===== config.mk =====
export PLATFORM = sky130hd
export DESIGN_NAME = thresholding_axilite_loader
export DESIGN_NICKNAME = d
export VERILOG_FILES = /design/src/rtl/thresholding_axilite_loader.sv
export SDC_FILE = /design/constraint.sdc
export NUM_CORES = 1
export LEC_CHECK = 0
export CORE_MARGIN = 2
export CORE_UTILIZATION = 40
export DETAILED_ROUTE_END_ITERATION = 16
export DONT_BUFFER_PORTS = 1
export MAX_ROUTING_LAYER = met4
export PLACE_DENSITY = 0.68
export SLEW_MARGIN = 20
export SYNTH_ARGS = -nofsm -noshare
export SYNTH_HDL_FRONTEND = slang
export SYNTH_SLANG_ARGS = --single-unit

===== constraint.sdc =====
create_clock -name clk -period 2.1 [get_ports clk]
set_clock_uncertainty 0.05 [all_clocks]
set_input_delay 0.21 -clock clk [delete_from_list [all_inputs] [get_ports clk]]
set_output_delay 0.21 -clock clk [all_outputs]
set_load 0.02 [all_outputs]

===== src/rtl/thresholding_axilite_loader.sv =====
// thresholding_axilite_loader
//
// AXI-lite initiator that reloads the threshold memory of a thresholding
// kernel. A start pulse makes it consume C*(2^N-1) threshold words from an
// AXI stream. Each word becomes one AXI-lite write at its parameter address.
// With VERIFY set, each word is also read back and compared after the write.
//
// Ports
//   clk, rst              clock, synchronous active-high reset
//   start                 one-cycle pulse that begins a load (ignored while busy)
//   busy                  high while a load is in progress
//   done                  one-cycle pulse when the load completes
//   err_cnt               saturating count of bad responses and readback mismatches
//   s_axis_*              threshold word stream (value in tdata[WT-1:0])
//   m_axilite_AW*/W*/B*   write channels toward the kernel's config port
//   m_axilite_AR*/R*      read channels, used only when VERIFY is set
module thresholding_axilite_loader #(
  parameter int unsigned N        = 4,
  parameter int unsigned WT       = 8,
  parameter int unsigned C        = 1,
  parameter int unsigned in0_SDIM = 1,
  parameter int unsigned VERIFY   = 0,
  localparam int unsigned CF        = C / in0_SDIM,
  localparam int unsigned ADDR_BITS = $clog2(CF) + $clog2(in0_SDIM) + N + 2,
  localparam int unsigned TDW       = ((WT + 7) / 8) * 8
) (
  input  logic                 clk,
  input  logic                 rst,

  input  logic                 start,
  output logic                 busy,
  output logic                 done,
  output logic [15:0]          err_cnt,

  output logic                 s_axis_tready,
  input  logic                 s_axis_tvalid,
  input  logic [TDW-1:0]       s_axis_tdata,

  output logic                 m_axilite_AWVALID,
  input  logic                 m_axilite_AWREADY,
  output logic [ADDR_BITS-1:0] m_axilite_AWADDR,

  output logic                 m_axilite_WVALID,
  input  logic                 m_axilite_WREADY,
  output logic [31:0]          m_axilite_WDATA,
  output logic [3:0]           m_axilite_WSTRB,

  input  logic                 m_axilite_BVALID,
  output logic                 m_axilite_BREADY,
  input  logic [1:0]           m_axilite_BRESP,

  output logic                 m_axilite_ARVALID,
  input  logic                 m_axilite_ARREADY,
  output logic [ADDR_BITS-1:0] m_axilite_ARADDR,

  input  logic                 m_axilite_RVALID,
  output logic                 m_axilite_RREADY,
  input  logic [31:0]          m_axilite_RDATA,
  input  logic [1:0]           m_axilite_RRESP
);

  localparam int unsigned PE_BITS = $clog2(in0_SDIM);
  localparam int unsigned CF_BITS = $clog2(CF);
  // Counters keep at least one bit so degenerate dimensions stay legal.
  localparam int unsigned PE_W = (PE_BITS > 0) ? PE_BITS : 1;
  localparam int unsigned CF_W = (CF_BITS > 0) ? CF_BITS : 1;

  // Index 2^N-1 has no threshold, so t stops one short of all-ones.
  localparam logic [N-1:0]    T_LAST  = N'((2 ** N) - 2);
  localparam logic [PE_W-1:0] PE_LAST = PE_W'(in0_SDIM - 1);
  localparam logic [CF_W-1:0] CF_LAST = CF_W'(CF - 1);

  typedef enum logic [2:0] {
    StIdle,
    StFetch,
    StWr,
    StBrsp,
    StRd,
    StRrsp,
    StAdv,
    StDone
  } state_e;

  state_e                 state_q;
  logic                   busy_q;
  logic                   done_q;
  logic                   tready_q;
  logic                   awvalid_q;
  logic                   wvalid_q;
  logic                   bready_q;
  logic                   arvalid_q;
  logic                   rready_q;
  logic [ADDR_BITS-1:0]   addr_q;
  logic [WT-1:0]          data_q;
  logic [N-1:0]           t_q;
  logic [PE_W-1:0]        pe_q;
  logic [CF_W-1:0]        cf_q;
  logic [15:0]            err_q;

  logic [ADDR_BITS-1:0]   word_addr;
  logic                   last_word;
  logic                   aw_done;
  logic                   w_done;
  logic [15:0]            err_inc;

  // Byte address {cf, pe, t, 2'b00}, built by shifting so empty fields vanish.
  always_comb begin
    word_addr = ADDR_BITS'(t_q) << 2;
    word_addr = word_addr | (ADDR_BITS'(pe_q) << (N + 2));
    word_addr = word_addr | (ADDR_BITS'(cf_q) << (PE_BITS + N + 2));
  end

  assign last_word = (t_q == T_LAST) && (pe_q == PE_LAST) && (cf_q == CF_LAST);

  // A channel counts as done if it finished earlier or handshakes this cycle.
  assign aw_done = !awvalid_q || m_axilite_AWREADY;
  assign w_done  = !wvalid_q || m_axilite_WREADY;

  assign err_inc = (err_q == 16'hFFFF) ? err_q : err_q + 16'd1;

  always_ff @(posedge clk) begin
    if (rst) begin
      state_q   <= StIdle;
      busy_q    <= 1'b0;
      done_q    <= 1'b0;
      tready_q  <= 1'b0;
      awvalid_q <= 1'b0;
      wvalid_q  <= 1'b0;
      bready_q  <= 1'b0;
      arvalid_q <= 1'b0;
      rready_q  <= 1'b0;
      addr_q    <= '0;
      data_q    <= '0;
      t_q       <= '0;
      pe_q      <= '0;
      cf_q      <= '0;
      err_q     <= '0;
    end else begin
      done_q <= 1'b0;
      unique case (state_q)
        StIdle: begin
          if (start) begin
            t_q      <= '0;
            pe_q     <= '0;
            cf_q     <= '0;
            err_q    <= '0;
            busy_q   <= 1'b1;
            tready_q <= 1'b1;
            state_q  <= StFetch;
          end
        end

        StFetch: begin
          if (s_axis_tvalid) begin
            tready_q  <= 1'b0;
            addr_q    <= word_addr;
            data_q    <= s_axis_tdata[WT-1:0];
            awvalid_q <= 1'b1;
            wvalid_q  <= 1'b1;
            state_q   <= StWr;
          end
        end

        StWr: begin
          if (m_axilite_AWREADY) begin
            awvalid_q <= 1'b0;
          end
          if (m_axilite_WREADY) begin
            wvalid_q <= 1'b0;
          end
          if (aw_done && w_done) begin
            bready_q <= 1'b1;
            state_q  <= StBrsp;
          end
        end

        StBrsp: begin
          if (m_axilite_BVALID) begin
            bready_q <= 1'b0;
            if (m_axilite_BRESP != 2'b00) begin
              err_q <= err_inc;
            end
            if (VERIFY != 0) begin
              arvalid_q <= 1'b1;
              state_q   <= StRd;
            end else begin
              state_q <= StAdv;
            end
          end
        end

        StRd: begin
          if (m_axilite_ARREADY) begin
            arvalid_q <= 1'b0;
            rready_q  <= 1'b1;
            state_q   <= StRrsp;
          end
        end

        StRrsp: begin
          if (m_axilite_RVALID) begin
            rready_q <= 1'b0;
            // A bad response and a data mismatch on one beat count once.
            if ((m_axilite_RRESP != 2'b00) || (m_axilite_RDATA[WT-1:0] != data_q)) begin
              err_q <= err_inc;
            end
            state_q <= StAdv;
          end
        end

        StAdv: begin
          if (last_word) begin
            done_q  <= 1'b1;
            busy_q  <= 1'b0;
            state_q <= StDone;
          end else begin
            if (t_q == T_LAST) begin
              t_q <= '0;
              if (pe_q == PE_LAST) begin
                pe_q <= '0;
                cf_q <= cf_q + CF_W'(1);
              end else begin
                pe_q <= pe_q + PE_W'(1);
              end
            end else begin
              t_q <= t_q + N'(1);
            end
            tready_q <= 1'b1;
            state_q  <= StFetch;
          end
        end

        StDone: begin
          state_q <= StIdle;
        end

        default: begin
          state_q <= StIdle;
        end
      endcase
    end
  end

  assign busy              = busy_q;
  assign done              = done_q;
  assign err_cnt           = err_q;
  assign s_axis_tready     = tready_q;
  assign m_axilite_AWVALID = awvalid_q;
  assign m_axilite_AWADDR  = addr_q;
  assign m_axilite_WVALID  = wvalid_q;
  assign m_axilite_WDATA   = 32'(data_q);
  assign m_axilite_WSTRB   = 4'hF;
  assign m_axilite_BREADY  = bready_q;
  assign m_axilite_ARVALID = arvalid_q;
  assign m_axilite_ARADDR  = (VERIFY != 0) ? addr_q : '0;
  assign m_axilite_RREADY  = rready_q;

  // Only the low WT bits of the stream and read data carry meaning.
  logic unused_bits;
  assign unused_bits = ^{s_axis_tdata, m_axilite_RDATA};

endmodule


==> summary.md <==
| Metric | Value |
|---|---|
| Status | finished clean |
| P per Cell Area | approximately 660 nW/um^2 |
| Footprint of the multi-input gates | around 1400 sq um |
| Drt wl/cell | 14.0 um |
| Async set-or-reset flop fraction in the synthesized netlist | 0% |
| Die width | 82.1 um |
| Met2 Use GR | 31.1% |
| GR Util met3 | 6.52% |
| Vias/cell | 5.09 |
| DRC | 0 |
| RePlAce Congestion | between 0.8 and 0.9 |
| Register Area | 865 sq um |
| Count leader, synth | dfxtp_1 |
| Main flop type after synthesis | dfxtp_1 |
| Via count | 2192 |
| Worst EP required | around 2.3 ns |
| Critical-path maximum fanout | 8 |
| Htree depth | 2 |
| Largest net degree at the start of global routing | 31 |
| Tmin final | 2.04 ns |
| First-pass GRT wire length | 9.45 mm |
| Total track usage | 18.8% |
| Setup WS pre-CTS | -0.0173 ns |
| RSZ-0062 raised after global routing | yes |
| Post-DP HPWL | 4.30 mm |
| Root buffer cell | clkbuf_8 |
| Fill cells | approximately 600 |
| Placed cell count | 412 |
| Final global-route overflow total | 0 |
| Flops & latches, synth | 43 |
| Crit Path Class | flip-flop to flip-flop |
| CP startpoint kind | flip-flop |
| Distinct cell type count after synthesis | 51 |
| Cells after synthesis | 308 |
| Rows | 28 |
| Fmax | 491 MHz |
| Antenna Nets Post-Route | 0 |
| Routed Wire Length | just over 6 mm |
| Share of cells above drive strength 1 | a little under a fifth |
| Final setup violation count | 0 |
| Max Transition Viols Final | 0 |
| I/O Pins | ~130 |
| Min Hold Slack | 0.0358 ns |
| Max clock buf depth | 2 |
| Die area | 6740 sq um |
| Port Buffers | 0 |
| Static leakage | between 1 and 1.5 nW |
| EDFF count, synth | 0 |
| Final std cells w/o fill | 431 |
| Worst min-delay path class | primary input to flip-flop |
| Syn-to-layout area delta | 19.0% |
| Final period utilization | between 90% and 100% |
| Initial antenna violation count | 0 |
| Ant. Diodes | 0 |
| DRT Pass-1 Iters | 4 |
| Initial Util | 41.2% |
| CORE AREA | 5920 sq um |
| Chip height | 82.1 um |
| Sink Count | 43 |
| Yosys synthesis warning count | 0 |
| Clk pin slew, worst setup/hold paths | 0.09 ns |
| Synth cell count leaders | dfxtp_1, buf_4, nand2_1 |
| Synth Cell Area | about 2400 sq um |
| Register area share after synthesis | about a third |
| Rel. slew slack | 64.0% |
| Syn_area_per_cell | approximately 7.9 sq um |
| Final Hold Fails | 0 |
| Vias in the first global route | 2059 |
| Nets | 411 |
| Final Worst Setup Slack | 0.0630 ns |
| Top-area cell type share of the netlist area | a little over a third |
| CTS tree | built |
| Synth area leader | dfxtp_1 |
| Most crowded layer after global routing | met2 |
| Iteration-0 DRC Markers | 82 |
| Top cells by area, synth | dfxtp_1, buf_4, a21oi_1, nand2_1, nor2_1 |
| Max Cap Violations | 0 |
| Critical path capture point type | flip-flop |
| Crit path DAT | 2.23 ns |
| TNS Setup | 0 ns |
| M1 GR Usage | about a fifth |
| Worst-Skew Late Latency | 0.30 ns |
| Peak supply drop | a little under 0.0004 V |
| Slew @ Worst Pin | 0.540 ns |
| CTS buffer count | 5 |
registers in the layout (all words and copies together), names as in the netlist:
name and flops:
err_cnt 16, busy 1, data_q 8, cf_q 1
m_axilite_AWADDR 4, m_axilite_WVALID 1, s_axis_tready 1, done 1
state_q 3, m_axilite_AWVALID 1, m_axilite_BREADY 1, m_axilite_RREADY 1
t_q 4
final timing paths:
path	startpoint	end	slack, ns	depth (start not counted)
worst min register to register	cf_q	cf_q	0.38	2
worst max register to register	state_q[0]	err_cnt[10]	0.06	7
worst min-delay path	rst	err_cnt[2]	0.04	2
worst max-delay path	state_q[0]	err_cnt[10]	0.06	7
layout make-up:
| class | count | share of cell area (%) |
|---|---|---|
| tap | 75 | 3.23 |
| multi-input combinational | 238 | 46.8 |
| sequential | 43 | 29.8 |
| timing repair buffer | 56 | 15.8 |
| inverter | 11 | 1.42 |
| clock inverter | 2 | 0.431 |
| clock buffer | 6 | 2.50 |
metal layers:
layer | wire (um) | vias up
met5 | 0 | -
met4 | 60 | 0
met3 | 471 | 6
met2 | 2970 | 76
met1 | 2540 | 1008
li1 | - | 1102
cell families after synthesis:
kind of cell | share of synthesized area, %
compound gates | 18.0
fa+ha+maj | 1.54
simple gates | 24.3
xor+xnor | 3.95
flops | 35.3
mux | 0.923
buf+inv | 15.7
other cells | 0.308
worst max-delay path, stage by stage (launching register included):
cell and delay [ns]:
dfxtp_4 0.35, buf_4 0.14, buf_4 0.13, o21ai_1 0.16, nor4_4 0.08, or3_4 0.45
or4_1 0.50, a21oi_2 0.12
power breakdown:
| group | internal [mW] | switching [mW] |
|---|---|---|
| logic | 0.191 | 0.281 |
| registers | 0.856 | 0.0547 |
| clock network | 0.233 | 0.288 |
cells in the final DEF (no fill, tap or decap), types with 2 or more instances in the layout:
| cell type | synthesis | final |
|---|---|---|
| nor3b_1 | 5 | 5 |
| o31ai_1 | 2 | 2 |
| nor3_1 | 8 | 8 |
| nor4_1 | 2 | 2 |
| nor2_1 | 22 | 22 |
| and3_1 | 4 | 4 |
| clkbuf_8 | 0 | 5 |
| and2_1 | 4 | 4 |
| conb_1 | 2 | 37 |
| xnor2_1 | 9 | 9 |
| nand2_1 | 37 | 37 |
| o21ai_0 | 15 | 15 |
| nor2b_1 | 3 | 3 |
| or3_1 | 2 | 2 |
| a31oi_1 | 4 | 4 |
| xor2_1 | 2 | 2 |
| inv_1 | 10 | 10 |
| nand3_1 | 6 | 6 |
| buf_4 | 37 | 45 |
| nand4_1 | 6 | 6 |
| dfxtp_1 | 43 | 42 |
| nand3b_1 | 3 | 3 |
| a211oi_1 | 3 | 3 |
| nand4b_1 | 2 | 2 |
| a21oi_1 | 29 | 26 |
| or2_2 | 2 | 2 |
| dlygate4sd3_1 | 0 | 9 |
| or4_1 | 3 | 2 |
| ha_1 | 3 | 3 |
| a32o_1 | 6 | 6 |
| o2bb2ai_1 | 2 | 2 |
| a21oi_2 | 0 | 3 |
stage by stage:
stage	utilization [%]	power, mW	area, sq um
floorplan	-	1.29	2570
global placement	44.9	1.35	2660
detailed placement	44.9	1.36	2660
CTS	48.6	1.93	2880
global route	49.0	2.02	2900
finish	49.0	1.90	2900
repair_timing:
item | 4_1_cts | 5_1_grt
setup endpoints to repair | 9 | 9
buffers inserted | 1 | 0
hold endpoints to repair | 30 | 0
resized for setup | 5 | 5
hold buffers | 10 | 0
pin swaps | 3 | 7
(Power assumes the default switching activity.)
